<file path="config.mk">
export PLATFORM = sky130hd
export DESIGN_NAME = fetch_stage_flat
export DESIGN_NICKNAME = d
export VERILOG_FILES = /design/src/rtl/fetch_stage_if.sv /design/src/rtl/fetch_stage.sv /design/src/flat_wrapper.sv
export SDC_FILE = /design/constraint.sdc
export NUM_CORES = 1
export LEC_CHECK = 0
export ABC_AREA = 1
export CAP_MARGIN = 20
export CORE_UTILIZATION = 35
export CTS_BUF_LIST = sky130_fd_sc_hd__clkbuf_4
export CTS_CLUSTER_DIAMETER = 40
export CTS_CLUSTER_SIZE = 40
export DETAILED_ROUTE_END_ITERATION = 8
export GPL_ROUTABILITY_DRIVEN = 0
export SYNTH_ARGS = -nofsm -noshare
export SYNTH_HDL_FRONTEND = slang
export SYNTH_SLANG_ARGS = --single-unit
</file>
<file path="constraint.sdc">
create_clock -name clk -period 6.9 [get_ports clk]
set_clock_uncertainty 0.2 [all_clocks]
set_input_delay 1.38 -clock clk [delete_from_list [all_inputs] [get_ports clk]]
set_output_delay 1.38 -clock clk [all_outputs]
set_load 0.05 [all_outputs]
</file>
<file path="src/rtl/fetch_stage_if.sv">
// Fetch-stage bus bundle: control in, instruction memory port, decode output.
// master = the fetch stage itself; slave = the environment driving it.
interface fetch_stage_if;
  logic        redirect_valid;
  logic [31:0] redirect_pc;
  logic        halt;
  logic        imem_req;
  logic [31:0] imem_addr;
  logic        imem_ack;
  logic [31:0] imem_rdata;
  logic        out_valid;
  logic        out_ready;
  logic [31:0] instr_out;
  logic [31:0] pc_out;
  logic [31:0] next_pc;

  modport master (
    input  redirect_valid, redirect_pc, halt, imem_ack, imem_rdata, out_ready,
    output imem_req, imem_addr, out_valid, instr_out, pc_out, next_pc
  );

  modport slave (
    output redirect_valid, redirect_pc, halt, imem_ack, imem_rdata, out_ready,
    input  imem_req, imem_addr, out_valid, instr_out, pc_out, next_pc
  );
endinterface

</file>
<file path="src/rtl/fetch_stage.sv">
// Instruction fetch stage with one-entry output hold register, redirect and halt.
// Optional FETCH_STALL_CNT_EN adds a saturating decode-stall cycle counter (stall_cnt).
module fetch_stage #(
  parameter logic [31:0] RESET_PC = 32'h0000_0000
) (
  input  logic              clk,
  input  logic              rst,
  fetch_stage_if.master     bus
`ifdef FETCH_STALL_CNT_EN
  ,
  output logic [31:0]       stall_cnt
`endif
);

  localparam logic [1:0] IDLE   = 2'd0;
  localparam logic [1:0] FETCH  = 2'd1;
  localparam logic [1:0] HALTED = 2'd2;

  logic [1:0]  state_reg;
  logic [1:0]  state_next;
  logic [31:0] pc_reg;
  logic        out_valid_reg;
  logic [31:0] instr_reg;
  logic [31:0] pc_out_reg;
  logic [31:0] next_pc_reg;
  logic        accept;
  logic [31:0] pc_plus4;

  // Only request when the hold register is empty or being drained this cycle.
  assign bus.imem_req  = (state_reg == FETCH) && (!out_valid_reg || bus.out_ready);
  assign bus.imem_addr = pc_reg;
  assign bus.out_valid = out_valid_reg;
  assign bus.instr_out = instr_reg;
  assign bus.pc_out    = pc_out_reg;
  assign bus.next_pc   = next_pc_reg;

  assign accept   = bus.imem_req && bus.imem_ack;
  assign pc_plus4 = pc_reg + 32'd4;

  // Redirect never changes the state transition: IDLE always completes,
  // elsewhere halt alone chooses between FETCH and HALTED.
  always_comb begin
    state_next = state_reg;
    case (state_reg)
      IDLE:    state_next = FETCH;
      FETCH:   if (bus.halt) state_next = HALTED;
      HALTED:  if (!bus.halt) state_next = FETCH;
      default: state_next = IDLE;
    endcase
  end

  always_ff @(posedge clk or posedge rst) begin
    if (rst) begin
      state_reg     <= IDLE;
      pc_reg        <= RESET_PC;
      out_valid_reg <= 1'b0;
      instr_reg     <= 32'd0;
      pc_out_reg    <= 32'd0;
      next_pc_reg   <= 32'd0;
    end else begin
      state_reg <= state_next;
      if (bus.redirect_valid) begin
        // Any same-cycle ack is dropped; the held instruction is squashed.
        pc_reg        <= bus.redirect_pc;
        out_valid_reg <= 1'b0;
      end else if (accept) begin
        instr_reg     <= bus.imem_rdata;
        pc_out_reg    <= pc_reg;
        next_pc_reg   <= pc_plus4;
        out_valid_reg <= 1'b1;
        pc_reg        <= pc_plus4;
      end else if (out_valid_reg && bus.out_ready) begin
        out_valid_reg <= 1'b0;
      end
    end
  end

`ifdef FETCH_STALL_CNT_EN
  logic [31:0] stall_cnt_reg;

  always_ff @(posedge clk or posedge rst) begin
    if (rst) begin
      stall_cnt_reg <= 32'd0;
    end else if (out_valid_reg && !bus.out_ready && (stall_cnt_reg != 32'hFFFF_FFFF)) begin
      stall_cnt_reg <= stall_cnt_reg + 32'd1;
    end
  end

  assign stall_cnt = stall_cnt_reg;
`endif

endmodule

</file>
<file path="src/flat_wrapper.sv">
// flat-port wrapper written by rule: the top's interface ports become plain ports
module fetch_stage_flat 
#(
  parameter logic [31:0] RESET_PC = 32'h0000_0000
)
  (clk, rst, bus_redirect_valid, bus_redirect_pc, bus_halt, bus_imem_ack, bus_imem_rdata, bus_out_ready, bus_imem_req, bus_imem_addr, bus_out_valid, bus_instr_out, bus_pc_out, bus_next_pc);
  fetch_stage_if bus_i ();
  input  logic clk;
  input  logic rst;
  input wire logic [$bits(bus_i.redirect_valid)-1:0] bus_redirect_valid;
  input wire logic [$bits(bus_i.redirect_pc)-1:0] bus_redirect_pc;
  input wire logic [$bits(bus_i.halt)-1:0] bus_halt;
  input wire logic [$bits(bus_i.imem_ack)-1:0] bus_imem_ack;
  input wire logic [$bits(bus_i.imem_rdata)-1:0] bus_imem_rdata;
  input wire logic [$bits(bus_i.out_ready)-1:0] bus_out_ready;
  output wire logic [$bits(bus_i.imem_req)-1:0] bus_imem_req;
  output wire logic [$bits(bus_i.imem_addr)-1:0] bus_imem_addr;
  output wire logic [$bits(bus_i.out_valid)-1:0] bus_out_valid;
  output wire logic [$bits(bus_i.instr_out)-1:0] bus_instr_out;
  output wire logic [$bits(bus_i.pc_out)-1:0] bus_pc_out;
  output wire logic [$bits(bus_i.next_pc)-1:0] bus_next_pc;
  assign bus_i.redirect_valid = bus_redirect_valid;
  assign bus_i.redirect_pc = bus_redirect_pc;
  assign bus_i.halt = bus_halt;
  assign bus_i.imem_ack = bus_imem_ack;
  assign bus_i.imem_rdata = bus_imem_rdata;
  assign bus_i.out_ready = bus_out_ready;
  assign bus_imem_req = bus_i.imem_req;
  assign bus_imem_addr = bus_i.imem_addr;
  assign bus_out_valid = bus_i.out_valid;
  assign bus_instr_out = bus_i.instr_out;
  assign bus_pc_out = bus_i.pc_out;
  assign bus_next_pc = bus_i.next_pc;
  fetch_stage #(.RESET_PC(RESET_PC)) u_core (.clk(clk), .rst(rst), .bus(bus_i));
endmodule
</file>
Word-level counts from Yosys, hierarchy flattened
Cells that the tools add are included.
{"block": "totals", "regBits": 131, "input_bits": 70, "output_inout_bits": 130, "word_cells": 30}
{"block": "classes", "n_addsub": 1, "n_eq_ne": 4, "mux": 8, "bitwise": 1, "reduce_logical": 10}
{"cell": "two-way mux 32 bit", "count": 2}
{"cell": "adder 32 x 3 -> 32 bit, second input constant", "count": 1}
{"cell": "case mux 2 bit (3 select lines)", "count": 1}
{"cell": "two-way mux 2 bit", "count": 2}
{"cell": "!= test 2 bit, second input constant", "count": 2}
{"cell": "AND reduction 2 bit", "count": 2}
{"cell": "logical AND 1 bit", "count": 3}
{"cell": "two-way mux 1 bit", "count": 3}
{"cell": "nonzero test 3 bit", "count": 1}
{"cell": "== test 2 x 1 -> 1 bit, second input constant", "count": 1}
{"cell": "== test 2 bit, second input constant", "count": 1}
{"cell": "zero test 2 bit", "count": 1}
{"cell": "nonzero test 2 bit", "count": 1}
{"cell": "zero test 1 bit", "count": 1}
{"cell": "logical OR 1 bit", "count": 1}
{"cell": "NOT 1 bit", "count": 1}

Longest topological paths before layout
{"block": "depth", "ltp_word": 6, "ltp_mapped": 10, "ltp_nobuf": 9}

Worst setup path before layout
No wires, ideal clock.
{"block": "synth_timing", "path_type": "input port to output port", "startpoint": "in bus_out_ready", "endpoint": "out bus_imem_req", "t_arrival_ps": 1928, "required_time_ps": 5320, "path_slack_ps": 3392, "path_stages": 2, "n_path_buf": 0, "path_cell_list": "inv_1 -> a21oi_2"}
{"block": "synth_between", "elab_chain_cells": 2}
{"element": "from (decl)", "line_no": "flat_wrapper.sv:15", "rtl": "input wire logic [$bits(bus_i.out_ready)-1:0] bus_out_ready;"}
{"element": "logical OR 1 bit", "line_no": "fetch_stage.sv:30", "rtl": "assign bus.imem_req = (state_reg == FETCH) && (!out_valid_reg || bus.out_ready);"}
{"element": "logical AND 1 bit", "line_no": "fetch_stage.sv:30"}
{"element": "to (decl)", "line_no": "flat_wrapper.sv:16", "rtl": "output wire logic [$bits(bus_i.imem_req)-1:0] bus_imem_req;"}
No other way between the ends.

Worst setup path in the final report
Ends and elaborated chain as after synthesis.

==> results_dict.tcl <==
set metrics [dict create \
    outcome "complete, no violations" \
    io-pin-count 200 \
    power_frac_comb 0.549 \
    worstHoldPathType "flip-flop to flip-flop" \
    p_per_area_nw_per_um2 503 \
    multi_input_area_sq_um 2120 \
    layout_min_cycle_time_ps 4510 \
    synth.cell_area_sq_um 5730 \
    top_usage_layer "met2" \
    cp_common_cell "clkdlybuf4s50_1" \
    worst_slew_pin_slew_ps 886 \
    hpwl_mm 11.7 \
    drt-total-wl_mm 16.9 \
    hold_viol 0 \
    intPower_mw 2.07 \
    ys_types 27 \
    tritoncts "done" \
    rsz0062_at_grt "false" \
    synthCells 720 \
    overflow 0 \
    cp_max_fo 2 \
    htree_levels 4 \
    path_clk_slew_ps 100 \
    p_clk_frac 0.145 \
    endpoint_kind "primary output" \
    final_area_sq_um 8180 \
    setup_viol 0 \
    die_h_um 130 \
    worstPathCellList "clkdlybuf4s50_1, inv_1, a21oi_2, clkdlybuf4s50_1" \
    slew_headroom 0.409 \
    met3_usage 0.0549 \
    drv_slew 0 \
    grt_use_met2 0.327 \
    syn_to_final_growth_pct 42.9 \
    start_kind "input port" \
    ant_nets 0 \
    core_sq_um 15900 \
    sw_frac_of_total 0.497 \
    setup_slack_ps 2390 \
    vias_per_cell 4.51 \
    ys.flop_type "dfrtp_1" \
    synth_top_cell_by_area "dfrtp_1" \
    yosysSeqAreaShare 0.564 \
    fmax_mhz 222 \
    reg2reg_slack_ps 4120 \
    cp_slowest_cell "clkdlybuf4s50_1" \
    die_x_um 130 \
    grt_max_degree 85 \
    clockBufferDepth 2 \
    grt_pass1_wl_mm 26.2 \
    cts_root_buf "clkbuf_4" \
    power_mw 4.12 \
    p_seq_frac 0.306 \
    post-route-period-util 0.653 \
    grt_use_total 0.207 \
    numCtsBuffers 17 \
    dieArea_sq_um 16900 \
    fillers 1578 \
    cp.arrival_ps 2930 \
    post-place-ws_ps 2380 \
    vdd_drop_max_mv 0.210 \
    hold_slack_ps 276 \
    cts_sinks 129 \
    synth_top_area_share 0.564 \
    postCtsHoldBufs 0 \
    p_sw_mw 2.04 \
    seqCellArea_sq_um 3230 \
    max_cap_viol_count 0 \
    syn_nets 791 \
    async_reset_ff_frac 1.00 \
    synth-edff-count 0 \
    cts_setup_buffers 0 \
    yosys-top-cells-area "dfrtp_1 56%, nand2_1 23%, nand3_1 4.5%, inv_1 3.5%, o21ai_0 2.7%" \
    start_util 0.359 \
    critPathRequiredTime_ps 5320 \
    ys_ff_latch 129 \
    drive_gt1_frac 0.0443 \
    drcViolationCount 0 \
    cp_slowest_stage_delay_ps 820 \
    insertion_delay_ps 540 \
    utilization 0.513 \
    wire_per_inst_um 14.7 \
    yosysWarningCount 0 \
    dpl.cell_count 1110 \
    port_buffers 199 \
    via_count 5163 \
    drtPass1Iterations 5 \
    setup_tns_ps 0 \
    grt_pass1_vias 4904 \
    drtIter0Drc 339 \
    power_leakage_nw 3.93 \
    placed_area_sq_um 7850 \
    nNetsFinal 984 \
    rows 46 \
    critical_path_class "input port to primary output" \
    avgSynthCellArea_sq_um 7.95 \
    ctsResizeCount 0 \
    met1_usage 0.271 \
    antenna_found_initial 1 \
    final_cells 1144 \
]
[per-layer routing]
layer	share of wire	up-vias
met1	0.47	2349
met5	0	-
met4	0.012	0
met3	0.069	14
met2	0.45	182
li1	-	2618
[cells by family after synthesis]
| family | after synthesis | share of synthesized area |
|---|---|---|
| adder cells (fa/ha/maj) | 1 | 0.00218 |
| flip-flops | 129 | 0.564 |
| AND/OR/NAND/NOR | 446 | 0.309 |
| buffers and inverters | 83 | 0.0653 |
| XOR/XNOR | 5 | 0.00765 |
| AO/OA/AOI/OAI | 56 | 0.0522 |
[synthesized netlist by cell type (2+ instances only)]
master,number
nand3_1,52
clkbuf_1,6
o21ai_0,31
and2_1,2
nor2_2,2
buf_2,14
buf_4,4
nand2_1,347
o211ai_1,3
a21oi_1,2
xor2_1,2
o21bai_1,2
nor2_1,37
dfrtp_1,129
o21ai_1,16
buf_6,4
nand2_2,3
xnor2_1,3
inv_1,53
[area by class of cell]
cell class	instances	share of cell area
timing repair buffer	203	0.247
multi-input combinational	508	0.260
tap	216	0.0330
inverter	54	0.0255
antenna	2	0.000612
sequential	129	0.394
clock inverter	15	0.0240
clock buffer	17	0.0156
[layout by cell type, fill, tap and decap left out, types with 16 or more instances in the layout]
cell,n
clkbuf_4,17
clkdlybuf4s50_1,199
dfrtp_1,129
inv_1,52
nand2_1,347
nand3_1,52
nor2_1,37
o21ai_0,31
o21ai_1,16
[final timing paths]
check,cells after the start,end,startpoint
max,4,bus_imem_req,bus_out_ready
min,2,u_core.bus.instr_out[20]$_DFFE_PP0P_,u_core.bus.instr_out[20]$_DFFE_PP0P_
max reg2reg,9,u_core.bus.pc_out[22]$_DFFE_PP0P_,u_core.state_reg[1]$_DFFE_PP0P_
min reg2reg,2,u_core.bus.instr_out[20]$_DFFE_PP0P_,u_core.bus.instr_out[20]$_DFFE_PP0P_
max in group asynchronous,3,u_core.bus.imem_addr[8]$_DFFE_PP0P_,rst
min in group asynchronous,2,u_core.bus.instr_out[15]$_DFFE_PP0P_,rst
[worst max-delay path: cells and delay by family]
family / cells / cell delay [ps]
compound gates: 1 / 180
buf+inv: 3 / 1370
[power by group through the flow]
stage,registers (mW),logic (mW),clock network (mW)
finish,1.26,2.26,0.596
global route,1.30,2.39,0.649
CTS,1.26,2.28,0.618
detailed placement,1.27,2.28,0
global placement,1.27,2.26,0
floorplan,2.30,0.442,0
Note: power is estimated with default switching activity, not from simulation.
